===== config.mk =====
export PLATFORM = sky130hd
export DESIGN_NAME = div_radix2
export DESIGN_NICKNAME = d
export VERILOG_FILES = /design/src/rtl/div_radix2.sv
export SDC_FILE = /design/constraint.sdc
export NUM_CORES = 1
export LEC_CHECK = 0
export CORE_ASPECT_RATIO = 1.1
export CORE_MARGIN = 4
export CORE_UTILIZATION = 45
export CTS_BUF_LIST = sky130_fd_sc_hd__clkbuf_8
export DETAILED_ROUTE_END_ITERATION = 8
export PLACE_DENSITY = 0.68
export SETUP_SLACK_MARGIN = 0.3
export SLEW_MARGIN = 10
export SYNTH_ARGS = -nofsm -noshare
export SYNTH_HDL_FRONTEND = slang
export SYNTH_SLANG_ARGS = --single-unit

===== constraint.sdc =====
create_clock -name clk -period 6.5 [get_ports clk]
set_input_delay 1.95 -clock clk [delete_from_list [all_inputs] [get_ports clk]]
set_output_delay 1.95 -clock clk [all_outputs]
set_load 0.01 [all_outputs]

===== src/rtl/div_radix2.sv =====
// Multi-cycle radix-2 restoring divider for DIV/DIVU, producing {remainder, quotient}.
// A fixed 32-iteration BUSY phase follows each accepted request; divide-by-zero short-circuits to DONE.
module div_radix2 #(
  parameter int WIDTH = 32
) (
  input  logic               clk,
  input  logic               rst,
  input  logic               flush_i,
  input  logic [WIDTH-1:0]   a_i,
  input  logic [WIDTH-1:0]   b_i,
  input  logic               valid_i,
  input  logic               signed_i,
  output logic               stall_o,
  output logic [2*WIDTH-1:0] result_o,
  output logic               ready_o
);

  localparam int CW = $clog2(WIDTH);
  localparam logic [CW-1:0] LAST = CW'(WIDTH - 1);

  typedef enum logic [1:0] {IDLE, BUSY, DONE} state_t;

  state_t           state, state_nxt;
  logic [WIDTH-1:0] dividend, divisor, rem, quot;
  logic [CW-1:0]    count;
  logic             sign_q, sign_r;

  logic             start, div_zero;
  logic [WIDTH-1:0] mag_a, mag_b;
  logic [WIDTH:0]   trial, diff;
  logic             fits;
  logic [WIDTH-1:0] rem_nxt, quot_nxt, q_fix, r_fix;

  // NOTE: every signal written here gets a default first, so no path leaves it unassigned and no latch is inferred.
  always_comb begin
    start    = valid_i & ~flush_i;
    div_zero = (b_i == '0);
    mag_a    = (signed_i & a_i[WIDTH-1]) ? -a_i : a_i;
    mag_b    = (signed_i & b_i[WIDTH-1]) ? -b_i : b_i;

    // The shifted remainder needs one extra bit: it can reach 2*divisor-1.
    trial    = {rem, dividend[WIDTH-1]};
    diff     = trial - {1'b0, divisor};
    fits     = (trial >= {1'b0, divisor});
    rem_nxt  = fits ? diff[WIDTH-1:0] : trial[WIDTH-1:0];
    quot_nxt = {quot[WIDTH-2:0], fits};
    q_fix    = sign_q ? -quot_nxt : quot_nxt;
    r_fix    = sign_r ? -rem_nxt  : rem_nxt;
  end

  always_comb begin
    state_nxt = state;
    case (state)
      IDLE:    if (start) state_nxt = div_zero ? DONE : BUSY;
      BUSY:    if (count == LAST) state_nxt = DONE;
      DONE:    state_nxt = IDLE;
      default: state_nxt = IDLE;
    endcase
    if (flush_i) state_nxt = IDLE;
  end

  assign stall_o = valid_i & (state != DONE) & ~flush_i & ~rst;

  // NOTE: all state is updated with non-blocking assignments so every register samples pre-edge values.
  always_ff @(posedge clk) begin
    if (rst) begin
      state    <= IDLE;
      result_o <= '0;
      ready_o  <= 1'b0;
      count    <= '0;
    end else begin
      state   <= state_nxt;
      ready_o <= (state_nxt == DONE);
      case (state)
        IDLE: if (start) begin
          dividend <= mag_a;
          divisor  <= mag_b;
          rem      <= '0;
          quot     <= '0;
          count    <= '0;
          sign_q   <= signed_i & (a_i[WIDTH-1] ^ b_i[WIDTH-1]);
          sign_r   <= signed_i & a_i[WIDTH-1];
          if (div_zero) result_o <= {a_i, {WIDTH{1'b1}}};
        end
        BUSY: if (!flush_i) begin
          dividend <= dividend << 1;
          rem      <= rem_nxt;
          quot     <= quot_nxt;
          count    <= count + CW'(1);
          if (count == LAST) result_o <= {r_fix, q_fix};
        end
        default: ;
      endcase
    end
  end

  // NOTE: the datapath registers (dividend, divisor, rem, quot, signs) are deliberately left out of reset;
  // they are always loaded on a start before being read.

endmodule


==> key figures <==
Placed design
  – Routability cong.: roughly 1
  – HPWL Detailed: 26200 µm
  – IO buf count: roughly 130

Timing
  – Slew margin rel.: around 28%
  – Total negative slack: 0 ns
  – Fin crit share: a little over four fifths
  – Fmax: about 180 MHz
  – Hold_ws: 0.484 ns
  – Setup repair after global routing missed its margin: no
  – Final Setup Violations: 0
  – Measured slew at the worst slew-check pin: 1.08 ns
  – Slew Viols, Final: 0
  – Skew final: between 0.015 and 0.02 ns
  – Final Hold Fails: 0
  – Crit path time final: about 5.5 ns

Routing
  – Number of remaining DRC errors: 0
  – Vias post-DR: 11500
  – Vias per std cell: ~5.8
  – Post-route ant nets: 0
  – 1st-pass router iterations: 5
  – Starting DRT DRC Count: roughly 930
  – DRT Wirelength: around 35000 µm
  – WL/cell: around 18 µm

Synth
  – #FFs+latches synth: 201
  – Share of the synthesized area in the top cell type: roughly 30%
  – Asr flop ratio synth: 0%
  – Mapped Nets: 1586
  – Sequential share of the synthesized area: about two fifths
  – Count of cell types in the netlist: a little over 80
  – Number of flops mapped to enable cells by yosys: roughly 130
  – Synth Instances: 1478
  – Cell area after synthesis: between 10000 and 15000 µm²
  – Main flop type after synthesis: edfxtp_1
  – Yosys warning count: 0
  – Syn avg cell area: ~8.8 µm²
  – Ranking of synthesized cells by area: edfxtp_1 30%, dfxtp_1 11%, nor2_1 4.8%
  – Library cell with the largest summed area after synthesis: edfxtp_1

Worst setup path
  – Worst R2R Start: rem[9]
  – Critical path class: reg -> reg
  – CP Capture Type: register
  – R2r endpoint: result_o[62]
  – R2r worst-path depth: 20
  – Critical Path Fanout Max: 14
  – R2R Setup Slk: about 1 ns
  – CP Data Required Time: 6.88 ns
  – Crit path DAT: 5.88 ns
  – Startpoint types: register

Die
  – Rows: 64
  – Core box area: ~28000 µm²
  – IO Pins: 135
  – Die Wd: between 150 and 200 µm
  – Die area: approximately 32000 µm²
  – DIE HEIGHT: between 150 and 200 µm
  – Starting Density: ~46%

Finish
  – N_diodes: 0
  – Area Overhead vs Synth: 17.7%
  – Layout cells sized above 1: 5.67%
  – Layout Nets: 1686
  – Most common cell after layout, fill and taps aside: nor2_1
  – Commonest cells after routing, fill and taps aside: 163 x nor2_1, 154 x nand2_1, 133 x clkdlybuf4s50_1

Clock tree
  – Longest Clk Path Bufs: 3
  – Clk sink count: about 200
  – Hold-fix buffers, CTS: 0
  – Clock slew at reported path FFs: roughly 0.070 ns
  – Clock root cell: clkbuf_8
  – Clock Latency Late Sink: 0.54 ns
  – H-tree depth: 2
  – TritonCTS clock tree: built
  – Post-CTS setup repair buffer count: 0
  – Num CTS Buffers: 35
  – CTS resizes: 0

Run
  – Max Cap Viol: 0

Power and ir drop
  – Seq pwr share: ~47%
  – Clock share of power: a little under two fifths
  – Internal cell power: about 2.2 mW
  – Peak supply drop: about 0.11 mV
  – Comb pwr share: 16.5%
  – Switching power: 867 µW
  – Leakage Power: between 5 and 6 nW
  – Net Sw Frac: around 28%
  – Power Density: about 200 nW/µm²

Hold path
  – Hold/Removal Path Class: reg -> reg
  – Hold Path Cell Cnt: 2
  – Hold_sp: result_o[42]
  – Hold Path End: result_o[42]

GRT
  – Global route overflow: 0
  – Gr usage total: roughly 22%
  – Largest net degree at the start of global routing: 75
  – Initial antenna violation count: 0
  – First-pass GRT wire length: between 50000 and 60000 µm
  – Vias in the first global route: roughly 10000

Outcome
  – Outcome: complete, no violations
## critical path, stage by stage (launching register included)
cell and delay, ns:
edfxtp_1 0.53, ha_1 0.51, nand4_1 0.17, nor4_1 0.64, nand4_1 0.21, o2111a_1 0.26
nand2_2 0.12, buf_4 0.22, nand2_1 0.07, o21ai_0 0.11, ha_1 0.24, nand2b_1 0.08
nor3_1 0.24, nand2_1 0.12, or4_1 0.44, a222oi_1 0.34, buf_4 0.20, nand4_1 0.18
o31ai_1 0.34, xor2_1 0.22, a221oi_1 0.10
## per-stage QoR
| step | total power, mW | util [%] | cells | setup WS [ns] | area [µm²] |
|---|---|---|---|---|---|
| finish | 3.08 | 54.4 | 1968 | 1.00 | 15300 |
| global route | 3.23 | 54.4 | 1968 | 0.761 | 15300 |
| CTS | 3.11 | 54.4 | 1968 | 1.03 | 15300 |
| detailed placement | 1.97 | 52.0 | 1904 | 0.641 | 14600 |
| global placement | 1.96 | 52.0 | 1904 | 0.746 | 14600 |
| floorplan | 1.79 | - | 1478 | 1.06 | 13000 |
## worst max-delay path by stage
| stage | start | to | slack [ns] | cells past startpoint |
|---|---|---|---|---|
| global route | rem[9] | result_o[62] | 0.76 | 20 |
| finish | rem[9] | result_o[62] | 1.00 | 20 |
| detailed placement | b_i[0] | result_o[41] | 0.64 | 14 |
| global placement | b_i[0] | result_o[41] | 0.75 | 14 |
| floorplan | flush_i | dividend[0] | 1.06 | 3 |
| CTS | flush_i | stall_o | 1.03 | 3 |
## power by group through the flow
| stage | clock [mW] | sequential (mW) | combinational, mW |
|---|---|---|---|
| 2_1_floorplan | 0 | 1.46 | 0.333 |
| 3_3_place_gp | 0 | 1.46 | 0.498 |
| 3_5_place_dp | 0 | 1.47 | 0.505 |
| 4_1_cts | 1.16 | 1.44 | 0.506 |
| 5_1_grt | 1.23 | 1.44 | 0.562 |
| 6_report | 1.13 | 1.44 | 0.510 |
## cell families after synthesis
logic type	share of synthesized area, %
flops	40.9
simple gates	20.5
buf+inv	4.17
mux	1.83
fa+ha+maj	3.81
xor+xnor	8.77
compound gates	20.0
## Yosys cell counts, types with 17 or more instances
cell and number:
nor2_1 165, nand2_1 155, edfxtp_1 129, o21ai_0 94, a21oi_1 87, dfxtp_1 72, clkbuf_1 70, xor2_1 69
xnor2_1 61, inv_1 53, a211oi_1 46, and2_1 42, nor3_1 40, ha_1 38, o31ai_1 26, or3_1 24
nand3_1 22, nand4_1 19, or4_1 19, a31oi_1 17, mux2i_1 17
## routing by layer
metal / up-vias / track usage (%) / part of all wire, %
li1: 5639 / - / -
met3: 47 / 3.36 / 6.5
met1: 5406 / 31.8 / 47
met4: 0 / 5.43 / 1.9
met2: 365 / 33.9 / 44
met5: - / 0 / 0
## layout make-up
cell class	count	area, µm²
clock buffers	39	537
clock inverters	25	143
fillers	2655	12800
inverters	53	199
multi-input cells	1138	7180
flip-flops and latches	201	5320
well taps	363	454
repair buffers	149	1460
## flip-flops by register name (all words and copies together) (netlist names)
signal / flops
sign_r: 1
sign_q: 1
divisor: 32
rem: 32
ready_o: 1
count: 5
dividend: 32
result_o: 64
quot: 31
state: 2
No activity file was read; power rests on OpenSTA's default activity.
